$ cat src/rtl/otbn_pkg.sv
// Shared OTBN constants and the RND packer state encoding.
package otbn_pkg;

  parameter int WLEN         = 256;
  parameter int EdnDataWidth = 32;

  typedef enum logic [1:0] {
    RndIdle,
    RndFill,
    RndValid
  } rnd_packer_state_e;

endpackage

$ cat src/rtl/otbn_rnd_packer_if.sv
// Request/EDN/RND bus of the RND packer; master = packer, slave = environment.
interface otbn_rnd_packer_if #(
  parameter int Wlen         = otbn_pkg::WLEN,
  parameter int EdnDataWidth = otbn_pkg::EdnDataWidth
);
  logic                    rnd_req_i;
  logic                    abort_i;
  logic                    edn_req_o;
  logic                    edn_ack_i;
  logic [EdnDataWidth-1:0] edn_data_i;
  logic                    edn_fips_i;
  logic                    rnd_valid_o;
  logic [Wlen-1:0]         rnd_data_o;
  logic                    rnd_fips_o;
  logic                    busy_o;
  logic [31:0]             rnd_words_cnt_o;

  modport master (
    input  rnd_req_i, abort_i, edn_ack_i, edn_data_i, edn_fips_i,
    output edn_req_o, rnd_valid_o, rnd_data_o, rnd_fips_o, busy_o, rnd_words_cnt_o
  );

  modport slave (
    output rnd_req_i, abort_i, edn_ack_i, edn_data_i, edn_fips_i,
    input  edn_req_o, rnd_valid_o, rnd_data_o, rnd_fips_o, busy_o, rnd_words_cnt_o
  );
endinterface

$ cat src/rtl/otbn_rnd_packer.sv
// Packs NumWords EDN words into one WLEN-bit RND word with a one-cycle valid pulse.
// Define OTBN_RND_PACKER_CNT_EN to build the saturating completed-word counter.
module otbn_rnd_packer #(
  parameter int Wlen         = otbn_pkg::WLEN,
  parameter int EdnDataWidth = otbn_pkg::EdnDataWidth
) (
  input  logic               clk_i,
  input  logic               rst_i,
  otbn_rnd_packer_if.master  bus
);
  import otbn_pkg::*;

  localparam int NumWords = Wlen / EdnDataWidth;
  localparam int IdxW     = $clog2(NumWords);

  rnd_packer_state_e r_state, w_state_nxt;
  logic [IdxW-1:0]   r_idx;
  logic              r_pending;
  logic              r_fips_acc;
  logic [Wlen-1:0]   r_stage;
  logic [Wlen-1:0]   r_data;
  logic              r_fips;

  logic              w_ack;
  logic              w_last;
  logic [Wlen-1:0]   w_stage_nxt;
  logic              w_acc_nxt;

  assign w_ack     = bus.edn_ack_i && (r_state == RndFill);
  assign w_last    = (r_idx == IdxW'(NumWords - 1));
  assign w_acc_nxt = r_fips_acc & bus.edn_fips_i;

  // Staging with the incoming word merged, so the final word reaches rnd_data_o on the same edge.
  always_comb begin
    w_stage_nxt = r_stage;
    for (int w = 0; w < NumWords; w++) begin
      if (r_idx == IdxW'(w)) w_stage_nxt[w*EdnDataWidth +: EdnDataWidth] = bus.edn_data_i;
    end
  end

  always_ff @(posedge clk_i) begin
    if (rst_i) r_state <= RndIdle;
    else       r_state <= w_state_nxt;
  end

  always_comb begin
    w_state_nxt = r_state;
    if (bus.abort_i) begin
      w_state_nxt = RndIdle;
    end else begin
      unique case (r_state)
        RndIdle:  if (bus.rnd_req_i) w_state_nxt = RndFill;
        RndFill:  if (w_ack && w_last) w_state_nxt = RndValid;
        RndValid: w_state_nxt = (r_pending || bus.rnd_req_i) ? RndFill : RndIdle;
        default:  w_state_nxt = RndIdle;
      endcase
    end
  end

  always_comb begin
    bus.edn_req_o   = (r_state == RndFill);
    bus.rnd_valid_o = (r_state == RndValid);
    bus.busy_o      = (r_state != RndIdle);
  end

  always_ff @(posedge clk_i) begin
    if (rst_i) begin
      r_idx      <= '0;
      r_pending  <= 1'b0;
      r_fips_acc <= 1'b0;
      r_stage    <= '0;
      r_data     <= '0;
      r_fips     <= 1'b0;
    end else if (bus.abort_i) begin
      r_idx      <= '0;
      r_pending  <= 1'b0;
      r_fips_acc <= 1'b0;
    end else begin
      unique case (r_state)
        RndIdle: begin
          if (bus.rnd_req_i) begin
            r_idx      <= '0;
            r_fips_acc <= 1'b1;
          end
        end
        RndFill: begin
          if (bus.rnd_req_i) r_pending <= 1'b1;
          if (w_ack) begin
            r_stage    <= w_stage_nxt;
            r_fips_acc <= w_acc_nxt;
            if (w_last) begin
              r_data <= w_stage_nxt;
              r_fips <= w_acc_nxt;
              r_idx  <= '0;
            end else begin
              r_idx <= r_idx + IdxW'(1);
            end
          end
        end
        RndValid: begin
          r_pending  <= 1'b0;
          r_idx      <= '0;
          r_fips_acc <= 1'b1;
        end
        default: ;
      endcase
    end
  end

  assign bus.rnd_data_o = r_data;
  assign bus.rnd_fips_o = r_fips;

`ifdef OTBN_RND_PACKER_CNT_EN
  logic [31:0] r_cnt;

  // Only reset clears the counter; abort leaves it alone.
  always_ff @(posedge clk_i) begin
    if (rst_i)                                          r_cnt <= '0;
    else if (r_state == RndValid && r_cnt != '1)        r_cnt <= r_cnt + 32'd1;
  end

  assign bus.rnd_words_cnt_o = r_cnt;
`else
  assign bus.rnd_words_cnt_o = '0;
`endif

endmodule
$ cat src/flat_wrapper.sv
// flat-port wrapper written by rule: the top's interface ports become plain ports
module otbn_rnd_packer_flat import otbn_pkg::*;
#(
  parameter int Wlen         = otbn_pkg::WLEN,
  parameter int EdnDataWidth = otbn_pkg::EdnDataWidth
)
  (clk_i, rst_i, bus_rnd_req_i, bus_abort_i, bus_edn_ack_i, bus_edn_data_i, bus_edn_fips_i, bus_edn_req_o, bus_rnd_valid_o, bus_rnd_data_o, bus_rnd_fips_o, bus_busy_o, bus_rnd_words_cnt_o);
  otbn_rnd_packer_if #(.Wlen(Wlen), .EdnDataWidth(EdnDataWidth)) bus_i ();
  input  logic clk_i;
  input  logic rst_i;
  input wire logic [$bits(bus_i.rnd_req_i)-1:0] bus_rnd_req_i;
  input wire logic [$bits(bus_i.abort_i)-1:0] bus_abort_i;
  input wire logic [$bits(bus_i.edn_ack_i)-1:0] bus_edn_ack_i;
  input wire logic [$bits(bus_i.edn_data_i)-1:0] bus_edn_data_i;
  input wire logic [$bits(bus_i.edn_fips_i)-1:0] bus_edn_fips_i;
  output wire logic [$bits(bus_i.edn_req_o)-1:0] bus_edn_req_o;
  output wire logic [$bits(bus_i.rnd_valid_o)-1:0] bus_rnd_valid_o;
  output wire logic [$bits(bus_i.rnd_data_o)-1:0] bus_rnd_data_o;
  output wire logic [$bits(bus_i.rnd_fips_o)-1:0] bus_rnd_fips_o;
  output wire logic [$bits(bus_i.busy_o)-1:0] bus_busy_o;
  output wire logic [$bits(bus_i.rnd_words_cnt_o)-1:0] bus_rnd_words_cnt_o;
  assign bus_i.rnd_req_i = bus_rnd_req_i;
  assign bus_i.abort_i = bus_abort_i;
  assign bus_i.edn_ack_i = bus_edn_ack_i;
  assign bus_i.edn_data_i = bus_edn_data_i;
  assign bus_i.edn_fips_i = bus_edn_fips_i;
  assign bus_edn_req_o = bus_i.edn_req_o;
  assign bus_rnd_valid_o = bus_i.rnd_valid_o;
  assign bus_rnd_data_o = bus_i.rnd_data_o;
  assign bus_rnd_fips_o = bus_i.rnd_fips_o;
  assign bus_busy_o = bus_i.busy_o;
  assign bus_rnd_words_cnt_o = bus_i.rnd_words_cnt_o;
  otbn_rnd_packer #(.Wlen(Wlen), .EdnDataWidth(EdnDataWidth)) u_core (.clk_i(clk_i), .rst_i(rst_i), .bus(bus_i));
endmodule
$ cat config.mk
export PLATFORM = sky130hd
export DESIGN_NAME = otbn_rnd_packer_flat
export DESIGN_NICKNAME = d
export VERILOG_FILES = /design/src/rtl/otbn_pkg.sv /design/src/rtl/otbn_rnd_packer_if.sv /design/src/rtl/otbn_rnd_packer.sv /design/src/flat_wrapper.sv
export SDC_FILE = /design/constraint.sdc
export NUM_CORES = 1
export LEC_CHECK = 0
export ABC_AREA = 1
export BUFFER_PORTS_ARGS = -buffer_cell sky130_fd_sc_hd__buf_2
export CORE_ASPECT_RATIO = 0.6
export CORE_MARGIN = 1.5
export CORE_UTILIZATION = 25
export DETAILED_ROUTE_END_ITERATION = 8
export GPL_ROUTABILITY_DRIVEN = 0
export GPL_TIMING_DRIVEN = 0
export HOLD_SLACK_MARGIN = 0.05
export MAX_ROUTING_LAYER = met4
export PLACE_DENSITY = 0.41
export SLEW_MARGIN = 30
export SYNTH_ARGS = -nofsm -noshare
export SYNTH_HDL_FRONTEND = slang
export SYNTH_SLANG_ARGS = --single-unit
$ cat constraint.sdc
create_clock -name clk_i -period 2.08 [get_ports clk_i]
set_input_delay 0.416 -clock clk_i [delete_from_list [all_inputs] [get_ports clk_i]]
set_output_delay 0.416 -clock clk_i [all_outputs]
set_load 0.01 [all_outputs]
# Word-level counts from Yosys, hierarchy flattened
# Cells that the tools add are included.
totals:
  reg_bits: 520
  input_bits: 38
  output_inout_bits: 292
  word_cells: 57
op_classes:
  add_sub_neg: 1
  n_eq_ne: 13
  mux: 20
  bitwise: 2
  reduce_logical: 14
op_table:
  columns: ["cell", "count"]
  rows:
  - ["$mux 32", 8]
  - ["$eq 3x3->1 const B", 4]
  - ["$mux 3", 3]
  - ["$pmux 3 s3", 1]
  - ["$eq 3x2->1 const B", 2]
  - ["$pmux 2 s3", 1]
  - ["$reduce_and 3->1", 2]
  - ["$mux 2", 2]
  - ["$ne 2x1->1 const B", 2]
  - ["$ne 2x2->1 const B", 2]
  - ["$reduce_and 2->1", 2]
  - ["$reduce_and 4->1", 1]
  - ["$reduce_bool 2->1", 2]
  - ["$add 3x1->3 const B", 1]
  - ["$eq 3x1->1 const B", 1]
  - ["$logic_not 3->1", 1]
  - ["$mux 1", 3]
  - ["$pmux 1 s3", 1]
  - ["$reduce_bool 3->1", 1]
  - ["$eq 2x1->1 const B", 1]
  - ["$eq 2x2->1 const B", 1]
  - ["$logic_and 1x1->1", 2]
  - ["$logic_not 2->1", 1]
  - ["$pmux 1 s2", 1]
  - ["other kinds (4)", 4]

# Depth between registers and ports, before layout
# Gate-level depths: netlist (run 1).
depth:
  depth_word: 5
  mapped_depth: 12
  mapped_depth_nobuf: 8

# Worst setup path after synthesis (run 1)
# No wires, ideal clock.
synth_path:
  path_kind: "register to register"
  from: "reg u_core.r_idx[2]"
  to: "reg u_core.r_data[105] (netlist: u_core.bus.rnd_data_o[105])"
  setup_time_ps: 113
  t_arrival_ps: 1978
  required_time_ps: 1967
  setup_slack_ps: -11
  stages_incl_launch_ff: 13
  n_path_buf: 5
  synth_period_minus_slack_ps: 2091
  path_cell_list: "dfxtp_1 > buf_2 > inv_1 > buf_2 > buf_1 > ha_1 > clkbuf_1 > clkbuf_1 > nand2_1 > o21ai_0 > nand2_1 > nand2_1 > nor2_1"
synth_via:
  elab_chain_cells: 2
  elab_cells_between_ends: 4
  cone_classes: "2 x eq/ne; 1 x mux; 1 x reduce/logical"
synth_lines:
  columns: ["item", "line_no", "text"]
  rows:
  - ["from (decl)", "otbn_rnd_packer.sv:17", "logic [IdxW-1:0] r_idx;"]
  - ["from (signal assigned)", "otbn_rnd_packer.sv:96", "r_idx <= r_idx + IdxW'(1);"]
  - ["$eq 3x3->1 / $eq 3x2->1 (equally long branches)", "otbn_rnd_packer.sv:30, otbn_rnd_packer.sv:37", null]
  - ["$reduce_and 4->1 (no line) / $mux 32 (equally long branches)", null, null]
  - ["to (signal assigned)", "otbn_rnd_packer.sv:92", "r_data <= w_stage_nxt;"]
  - ["to (decl)", "otbn_rnd_packer.sv:21", "logic [Wlen-1:0] r_data;"]
# Parallel ways exist; a longest one is shown, timed or not.
# A chain may end at the register's enable or synchronous reset.

# Worst setup path in the final report (run 1)
layout_path:
  from: "reg u_core.r_idx[0]"
  to: "reg u_core.r_data[84] (netlist: u_core.bus.rnd_data_o[84])"
# The elaborated chain is that of the path after synthesis.

==> impl_metrics.toml, run 1 <==
[clock_tree]
cts_root_buf = "clkbuf_16"
tritoncts_buffer_count = 52
number_of_buffers_between_clock_root_and_the_deepest_sink = 3
cts.reportedPaths.clkPinSlew_ns = 0.07
ctsHtreeMaxLevel = 2
worst_skew_pair.late_latency_ns = 0.63
tritoncts = "yes"
cts_sinks = 488

[floorplan]
initial_core_util_pct = 25.26
die_x_um = 387.2
core_area_um2 = 87650
ios = 330
dieArea_um2 = 90410
floorplan.rows = 84
die_y_um = 233.5

[grt]
initial_antenna_violation_count = 17
grt_pass1_vias = 19490
gr-total-overflow = 0
grt_max_degree = 14
globalRouteTotalUtil_pct = 20.32
first_pass_grt_wire_length_um = 131600

[hold_path]
min-delay-start = "rst_i"
hold_end = "u_core.r_fips_acc$_SDFFE_PP0P_"
hold_path_class = "input port to flop"
hold_path_depth = 4

[run]
max_cap_violations = 0

[synthesis]
synth_top_area_share_pct = 44.13
yosysUniqueCellTypes = 21
count_of_flip_flops_with_a_built_in_enable_after_synthesis = 0
yosys_warnings = 0
ys_ff_latch = 488
postSynthAreaPerCell_um2 = 6.479
area_contributors_post_synth = "dfxtp_1 (44%), nand2_1 (17%), nor2_1 (13%), and2_1 (5.4%), o21ai_0 (4.8%)"
mappedNetlistArea_um2 = 22140
netlist.top_cell.by_area = "dfxtp_1"
synth_sequential_area_ratio_pct = 44.13
synth-main-ff-cell = "dfxtp_1"
syn-instance-count = 3417
synth_top_cells_by_count = "nand2_1 (1022), nor2_1 (781), dfxtp_1 (488), inv_1 (238), o21ai_0 (214)"
most_repeated_cell_in_the_gate_level_netlist_after_synthesis = "nand2_1"
synth-async-reset-ratio_pct = 0

[sta]
maximum_operating_frequency_ghz = 0.4965
max_slew.worst_pin.slew_ns = 1.032
timing.final.setup_violations = 0
post-route-period-util_pct = 96.83
max_slew_margin_pct = 31.10
fin_tns_setup_ns = 0
final_hold_viol_count = 0
period_needed_ns = 2.014
report.final.slew_viol_count = 0
grt_setup_unrepaired = "true"
final.setup_skew_ns = 0.03337

[routing]
finalWirelength_um = 91880
detailedRoute.firstPassIterationCount = 5
drc = 0
detail_route.vias_per_cell = 4.273
wl_per_cell_um = 18.31
drt_iter0_markers = 1739
antenna_violating_nets_post_route = 0
via_count = 21440

[power_and_ir_drop]
power.ir.vdd_worst_mv = 0.5605
power_density_nw_per_um2 = 779.8
power.leakage_uw = 0.01299

[final_layout]
layout-drive-gt1-share_pct = 15.19
layout-area-overhead-vs-synth_pct = 23.67
final_util_pct = 31.24
nNetsFinal = 3853
final-instance-count-excl-fill = 5018

[outcome]
status = "finished, final reports clean"

[setup_path]
critical_path_class = "flop to flop"
critical_path.reg2reg.startpoint = "u_core.r_idx[0]$_SDFFE_PP0P_"
crit_path_end_kind = "flop"
crit-reg2reg-capture = "u_core.bus.rnd_data_o[84]$_SDFFE_PP0P_"
worstPathMaxFanout = 10
critical_path_required_ns = 2.60
crit_arrival_ns = 2.54
critical_path.startpoint_type = "flop"
reg2reg_slack_ns = 0.07
worst-r2r-cell-count = 9

[placement]
io_buffers = 297
placed_cells_incl_taps = 4906
dpl.hpwl_um = 64110
==> worst max-delay path, cell delays in order, from the launching register on <==
cell     delay (ns)
dfxtp_1        0.37
ha_2           0.22
ha_2           0.21
nand2_1        0.12
nor2_4         0.18
buf_8          0.22
buf_2          0.28
nand2_1        0.16
nand2_1        0.09
nor2_1         0.04
==> power by group <==
group | switching, uW | leakage, uW | internal (uW)
combinational | 1290 | 0.00817 | 473
sequential | 57.6 | 0.00394 | 9470
clock | 4190 | 0.000881 | 5870
==> metal layers <==
layer | part of all wire [%] | wire length, um | GRT usage, % | vias up
met5 | 0 | 0 | - | -
met4 | 2.1 | 1927 | 5.438 | 0
met3 | 7.3 | 6701 | 4.640 | 111
met2 | 40 | 37100 | 28.13 | 590
met1 | 50 | 46140 | 29.13 | 9637
li1 | - | - | - | 11100
==> registers in the layout, summed over array words and instances (netlist names) <==
signal	cells
u_core.r_pending	1
u_core.bus.rnd_fips_o	1
u_core.bus.rnd_data_o	256
u_core.r_state	2
u_core.r_stage	224
u_core.r_fips_acc	1
u_core.r_idx	3
==> through the flow <==
stage | instance area [um2] | hold slack (ns) | setup slack [ns] | total power [uW]
floorplan | 22260 | 0.4471 | -0.01081 | 10740
global route | 27380 | 0.1675 | -0.01100 | 22250
finish | 27380 | 0.1831 | 0.06600 | 21350
detailed placement | 25200 | 0.4664 | -1.062 | 11460
global placement | 25200 | 0.4589 | -1.068 | 11460
CTS | 27200 | 0.1123 | -0.005573 | 21660
==> how the worst max path moves through the flow <==
stage	startpoint	to	slack (ns)	cells past startpoint
4_1_cts	u_core.r_idx[2]$_SDFFE_PP0P_	u_core.bus.rnd_data_o[121]$_SDFFE_PP0P_	-0.006	11
6_report	u_core.r_idx[0]$_SDFFE_PP0P_	u_core.bus.rnd_data_o[84]$_SDFFE_PP0P_	0.07	9
2_1_floorplan	u_core.r_idx[2]$_SDFFE_PP0P_	u_core.bus.rnd_data_o[105]$_SDFFE_PP0P_	-0.01	12
3_3_place_gp	u_core.r_idx[2]$_SDFFE_PP0P_	u_core.r_stage[122]$_SDFFE_PP0P_	-1.07	12
5_1_grt	u_core.r_idx[0]$_SDFFE_PP0P_	u_core.bus.rnd_data_o[148]$_SDFFE_PP0P_	-0.01	9
3_5_place_dp	u_core.r_idx[2]$_SDFFE_PP0P_	u_core.bus.rnd_data_o[121]$_SDFFE_PP0P_	-1.06	12
==> cell type report <==
type                            count  area [um2]
Antenna cell                        6       15.01
Buffer                            259        1486
Clock buffer                       75        1499
Clock inverter                     21       292.8
Fill cell                        9943       60270
Inverter                          239       897.1
Multi-Input combinational cell   2461       10370
Sequential cell                   488        9771
Tap cell                         1161        1453
Timing Repair Buffer              308        1599
==> logic make-up after synthesis <==
family | count (synthesis) | synth area share [%]
adders and majority gates | 6 | 0.3391
DFF | 488 | 44.13
buffers and inverters | 499 | 9.822
AOI/OAI and AO/OA | 229 | 5.188
and+or+nand+nor | 2194 | 40.51
other | 1 | 0.01694
==> placed cells by master, fill, tap and decap left out, types with 7 or more instances in the layout <==
| cell type | count |
|---|---|
| bufinv_16 | 7 |
| clkbuf_4 | 8 |
| clkbuf_16 | 53 |
| clkinv_2 | 10 |
| buf_6 | 13 |
| clkbuf_1 | 83 |
| o21ai_0 | 196 |
| conb_1 | 32 |
| nand2_1 | 1021 |
| nand3_1 | 196 |
| buf_4 | 59 |
| clkbuf_8 | 9 |
| o21ai_2 | 7 |
| buf_2 | 362 |
| inv_2 | 13 |
| dfxtp_1 | 487 |
| nor2_1 | 780 |
| and2_1 | 192 |
| buf_1 | 21 |
| inv_1 | 225 |
| o21ai_1 | 23 |
| clkbuf_2 | 25 |
==> timing repair <==
item / 4_1_cts / 5_1_grt
cloned: 1 / 0
hold buffers: 2 / 0
hold endpoints to repair: 2 / 0
setup buffers: 1 / 7
setup endpoints to repair: 441 / 364
gates resized for setup: 68 / 76
pin swaps: 0 / 1
No activity file was read; power rests on OpenSTA's default activity.
==> run 2: changes to the inputs <==
Settings changed: REMOVE_ABC_BUFFERS set to 1, SKIP_LAST_GASP set to 1.
==> run 2 against run 1 <==
Clock skew shrank 0.022 ns. Count of clock-buffer cells in the layout grew 11. First-iteration DRC count shrank 36%. Critical path type unchanged. Core utilization grew 1.8 points. Via count shrank 2.4%. Largest cell class unchanged.
==> impl_metrics.toml, run 2 (synthesized netlist as in run 1, its figures left out) <==
[routing]
wl_per_cell_um = 16.58
drt_iter0_markers = 1119
antenna_violating_nets_post_route = 0
via_count = 20920
detail_route.vias_per_cell = 4.275
detailedRoute.firstPassIterationCount = 5
drc = 0
finalWirelength_um = 81110

[sta]
final.setup_skew_ns = 0.01134
max_slew.worst_pin.slew_ns = 0.5217
timing.final.setup_violations = 0
maximum_operating_frequency_ghz = 0.4999
post-route-period-util_pct = 96.16
fin_tns_setup_ns = 0
final_hold_viol_count = 0
post-route-worst-setup-slack_ns = 0.07978
period_needed_ns = 2.000
max_slew_margin_pct = 65.09
report.final.slew_viol_count = 0

[final_layout]
most_common_cell_after_layout_fill_and_taps_aside = "nand2_1"
final_instance_area_um2 = 28950
layout.cells.most_common_list = "nand2_1 (1013), nor2_1 (772), dfxtp_1 (484), buf_2 (297), inv_1 (234)"
antennaDiodeCount = 0
layout-area-overhead-vs-synth_pct = 30.74
nNetsFinal = 3734
layout-drive-gt1-share_pct = 15.06
final-instance-count-excl-fill = 4893
largest_register_ffs = 256
fillCellCount = 9567

[setup_path]
crit-reg2reg-capture = "u_core.bus.rnd_data_o[111]$_SDFFE_PP0P_"
critical_path.startpoint_type = "flop"
cpLargestDelayFamily = "buffers and inverters"
crit_path_max_incr_delay_ns = 0.36
reg2reg_slack_ns = 0.08
crit_path_end_kind = "flop"
worstPathMaxFanout = 26
critical_path_required_ns = 2.58
worst-r2r-cell-count = 11
path_cells = "buf_6, buf_16, inv_16, ha_4, buf_4, clkbuf_16, nand2_1, o21ai_0, nand2_1, nand2_1, nor2_1"
critical_path.reg2reg.startpoint = "u_core.r_idx[2]$_SDFFE_PP0P_"
crit_arrival_ns = 2.50
path_buf_inv = 5
worst_path_max_delay_cell = "dfxtp_4"
crit_path_frequent_cell = "nand2_1"
critical_path.startpoint = "u_core.r_idx[2]$_SDFFE_PP0P_"
critical_path_class = "flop to flop"

[floorplan]
dieArea_um2 = 90410
core_area_um2 = 87650
die_y_um = 233.5
initial_core_util_pct = 25.26
die_x_um = 387.2
ios = 330
floorplan.rows = 84

[placement]
worst_setup_timing_slack_at_the_placement_stage_ns = -0.9465
place_area_um2 = 25540
io_buffers = 297
dpl.hpwl_um = 43510
placed_cells_incl_taps = 4706

[power_and_ir_drop]
power_frac_clock_pct = 47.4
switching_share_of_power_pct = 25.43
internal_power_uw = 15890
seq_power_share_pct = 44.7
comb_power_share_pct = 7.9
power_density_nw_per_um2 = 736.2
netSwitchingPower_uw = 5419
power.leakage_uw = 0.01340
fin_total_pwr_uw = 21310
power.ir.vdd_worst_mv = 0.6411

[clock_tree]
cts_sinks = 488
ctsHtreeMaxLevel = 2
number_of_buffers_between_clock_root_and_the_deepest_sink = 3
cts.reportedPaths.clkPinSlew_ns = 0.06
tritoncts = "yes"
worst_skew_pair.late_latency_ns = 0.62
cts_root_buf = "clkbuf_16"
tritoncts_buffer_count = 54

[run]
max_cap_violations = 0

[grt]
grt_max_degree = 111
globalRouteTotalUtil_pct = 17.38
initial_antenna_violation_count = 0
first_pass_grt_wire_length_um = 118700
gr-total-overflow = 0
grt_pass1_vias = 19050

[hold_path]
hold_path_depth = 3
hold_end = "u_core.r_state[1]$_SDFFE_PP0P_"
min-delay-start = "bus_edn_ack_i"
hold_path_class = "input port to flop"

[outcome]
status = "finished, final reports clean"
## run 2: cell types whose count changed in the layout (fill, tap and decap cells not counted), moves of 9 or more
cell	before	now
buf_16	0	43
clkbuf_2	25	0
buf_2	362	297
inv_2	13	1
clkbuf_1	83	15
buf_1	21	0
buf_4	59	46
clkbuf_16	53	69
inv_1	225	234
buf_6	13	4
bufbuf_16	1	18
buf_12	3	22
## run 2: metrics by stage
step	hold slack, ns	utilization, %
2_1_floorplan	0.4471	-
3_3_place_gp	0.4588	27.29
3_5_place_dp	0.4670	29.14
4_1_cts	0.06682	32.64
5_1_grt	0.1251	33.02
6_report	0.1234	33.02
## run 2: worst max path at each step
| stage | to | slack [ns] | cells past startpoint |
|---|---|---|---|
| floorplan | u_core.bus.rnd_data_o[0]$_SDFFE_PP0P_ | -16.27 | 6 |
| global placement | u_core.bus.rnd_data_o[184]$_SDFFE_PP0P_ | -31.10 | 6 |
| detailed placement | u_core.bus.rnd_data_o[123]$_SDFFE_PP0P_ | -0.95 | 10 |
| CTS | u_core.bus.rnd_data_o[63]$_SDFFE_PP0P_ | -0.02 | 13 |
| global route | u_core.bus.rnd_data_o[255]$_SDFFE_PP0P_ | -0.007 | 13 |
| finish | u_core.bus.rnd_data_o[111]$_SDFFE_PP0P_ | 0.08 | 11 |
## run 2: final cells by class
type | instances | area, um2 | share of cell area [%]
multi-input cells | 2461 | 10530 | 36.38
flip-flops and latches | 488 | 9782 | 33.79
repair buffers | 445 | 4427 | 15.29
clock buffers | 86 | 1675 | 5.788
well taps | 1161 | 1453 | 5.018
inverters | 239 | 928.4 | 3.207
clock inverters | 12 | 142.6 | 0.4928
repair inverters | 1 | 8.758 | 0.03026
## run 2: what timing repair did
| action | in CTS | in global routing |
|---|---|---|
| hold endpoints to repair | 1 | 0 |
| endpoints found under the setup margin | 445 | 301 |
| hold buffers | 1 | 0 |
| gates cloned | 22 | 11 |
| buffers inserted | 45 | 15 |
| resized for setup | 30 | 36 |
| pin swaps | 7 | 9 |
## run 2: layer usage
| metal | track usage [%] | vias up | wire length [um] |
|---|---|---|---|
| met5 | - | - | 0 |
| met4 | 3.703 | 0 | 1535 |
| met3 | 3.512 | 100 | 3944 |
| met2 | 26.28 | 351 | 35010 |
| met1 | 23.83 | 9570 | 40620 |
| li1 | - | 10900 | - |
## run 2: power groups by stage
stage / clock (uW) / sequential [uW] / combinational (uW)
floorplan: 0 / 9730 / 1110
global placement: 0 / 9770 / 1810
detailed placement: 0 / 9740 / 1520
CTS: 10500 / 9520 / 1670
global route: 10800 / 9530 / 1890
finish: 10100 / 9530 / 1670
## run 2: worst min-delay path: cells and delay by family
kind | cells | cell delay [ns]
buf+inv | 1 | 0.11
simple gates | 2 | 0.16
==> run 3: changes to the inputs <==
Settings changed: SETUP_SLACK_MARGIN set to 0.5.
==> run 3 against run 2 <==
The flow now finishes with violations (setup timing). Register-to-register slack lost 0.08 ns. Power grew 3.1%. Clock skew rose by 0.0017 ns. Core utilization up 5.2 points. Sequential cell count unchanged. Sequential power about the same. Setup slack worse by 0.082 ns. First-iteration DRC count rose by 35%. Clock power about the same. Critical endpoint is now u_core.bus.rnd_data_o[109]$_SDFFE_PP0P_.
==> impl_metrics.toml, run 3 (synthesized netlist as in run 1, its figures left out) <==
[routing]
finalWirelength_um = 98100
detail_route.vias_per_cell = 4.426
antenna_violating_nets_post_route = 0
drt_iter0_markers = 1508
drc = 0
wl_per_cell_um = 19.42
detailedRoute.firstPassIterationCount = 5
via_count = 22360

[grt]
grt_pass1_vias = 19630
globalRouteTotalUtil_pct = 19.37
gr-total-overflow = 0
grt_max_degree = 111
initial_antenna_violation_count = 3
first_pass_grt_wire_length_um = 129500

[final_layout]
layout.cells.most_common_list = "nand2_1 (844), nor2_1 (710), dfxtp_1 (483), buf_2 (297), inv_1 (234)"
most_common_cell_after_layout_fill_and_taps_aside = "nand2_1"
layout-drive-gt1-share_pct = 26.57
nNetsFinal = 3893
largest_register_ffs = 256
final-instance-count-excl-fill = 5052
layout-area-overhead-vs-synth_pct = 51.15
antennaDiodeCount = 0
fillCellCount = 9186

[power_and_ir_drop]
switching_share_of_power_pct = 26.29
netSwitchingPower_uw = 5777
comb_power_share_pct = 10.3
power.ir.vdd_worst_mv = 0.5721
internal_power_uw = 16190
power_frac_clock_pct = 46.3
seq_power_share_pct = 43.4
power_density_nw_per_um2 = 656.5
power.leakage_uw = 0.01524
fin_total_pwr_uw = 21970

[clock_tree]
ctsHtreeMaxLevel = 2
number_of_buffers_between_clock_root_and_the_deepest_sink = 3
tritoncts = "yes"
tritoncts_buffer_count = 54
cts.reportedPaths.clkPinSlew_ns = 0.06
cts_root_buf = "clkbuf_16"
worst_skew_pair.late_latency_ns = 0.62
cts_sinks = 488

[sta]
timing.final.setup_violations = 2
fin_tns_setup_ns = -0.003620
final_hold_viol_count = 0
post-route-worst-setup-slack_ns = -0.002162
period_needed_ns = 2.082
final.setup_skew_ns = 0.01303
max_slew.worst_pin.slew_ns = 0.5684
report.final.slew_viol_count = 0
fin_hold_ws_ns = 0.1405
post-route-period-util_pct = 100.1
maximum_operating_frequency_ghz = 0.4803
grt_setup_unrepaired = "true"
max_slew_margin_pct = 61.96

[outcome]
status = "finished, violations left"
violations = "setup timing"

[setup_path]
critical_path.startpoint_type = "flop"
critical_path_required_ns = 2.59
crit_path_end_kind = "flop"
crit_arrival_ns = 2.59
critical_path_class = "flop to flop"
worstPathMaxFanout = 7

[floorplan]
die_x_um = 387.2
initial_core_util_pct = 25.26
dieArea_um2 = 90410
floorplan.rows = 84
ios = 330
die_y_um = 233.5
core_area_um2 = 87650

[run]
max_cap_violations = 0

[placement]
io_buffers = 297
dpl.hpwl_um = 43510
placed_cells_incl_taps = 4706
worst_setup_timing_slack_at_the_placement_stage_ns = -0.9465

[hold_path]
hold_path_class = "input port to flop"
## run 3: cell types whose count changed in the layout (fill, tap and decap cells not counted), sizes merged
cell / previous run / this run
buf: 414 / 541
clkbuf: 98 / 126
clkinv: 6 / 10
## run 3: power by group through the flow
stage	Sequential, uW	Clock (uW)	Combinational, uW
after detailed placement	9740	0	1520
after global placement	9770	0	1810
after floorplan	9730	0	1110
final	9530	10200	2270
after CTS	9520	10500	1880
after global routing	9540	10800	2470
## run 3: final timing paths
check,to,cells past startpoint,from,slack [ns]
setup reg to reg,u_core.bus.rnd_data_o[109]$_SDFFE_PP0P_,13,u_core.r_idx[0]$_SDFFE_PP0P_,-0.002
hold / removal,u_core.r_state[1]$_SDFFE_PP0P_,3,bus_edn_ack_i,0.14
hold reg to reg,u_core.bus.rnd_data_o[53]$_SDFFE_PP0P_,2,u_core.bus.rnd_data_o[53]$_SDFFE_PP0P_,0.46
setup / recovery,u_core.bus.rnd_data_o[109]$_SDFFE_PP0P_,13,u_core.r_idx[0]$_SDFFE_PP0P_,-0.002
## run 3: worst max-delay path: stages, from the launching register on
cell and delay, ns:
dfxtp_4 0.36, ha_4 0.17, ha_4 0.16, nand2_4 0.07, nor2_4 0.06, clkbuf_16 0.16, buf_16 0.13, buf_16 0.12
buf_16 0.14, buf_16 0.15, buf_8 0.13, clkbuf_16 0.16, nor2_2 0.08, nor2_1 0.04
## run 3: stage by stage
step           util (%)  instance area, um2
6_report          38.18               33460
5_1_grt           38.18               33460
4_1_cts           34.64               30360
3_5_place_dp      29.14               25540
3_3_place_gp      27.29               23920
2_1_floorplan         -               20980
## run 3: routing by layer
| layer | wire length, um | vias up | GRT usage [%] |
|---|---|---|---|
| li1 | - | 11280 | - |
| met1 | 48460 | 10460 | 26.83 |
| met2 | 42150 | 516 | 28.90 |
| met3 | 5786 | 106 | 3.732 |
| met4 | 1704 | 0 | 4.503 |
| met5 | 0 | - | - |
## run 3: final cells by class
| class | instances | area [um2] | area share (%) |
|---|---|---|---|
| Clock buffer | 86 | 1675 | 5.006 |
| Clock inverter | 12 | 142.6 | 0.4262 |
| Inverter | 239 | 930.9 | 2.782 |
| Multi-Input combinational cell | 2461 | 11950 | 35.70 |
| Sequential cell | 488 | 9786 | 29.24 |
| Tap cell | 1161 | 1453 | 4.341 |
| Timing Repair Buffer | 600 | 7443 | 22.24 |
| Timing Repair inverter | 5 | 87.58 | 0.2617 |
## run 3: repair_timing
item | CTS | global route
resized for setup | 172 | 479
endpoints found under the hold margin | 1 | 0
pin swaps | 15 | 171
hold buffers | 1 | 0
buffers inserted | 101 | 49
cloned | 52 | 45
endpoints found under the setup margin | 510 | 531
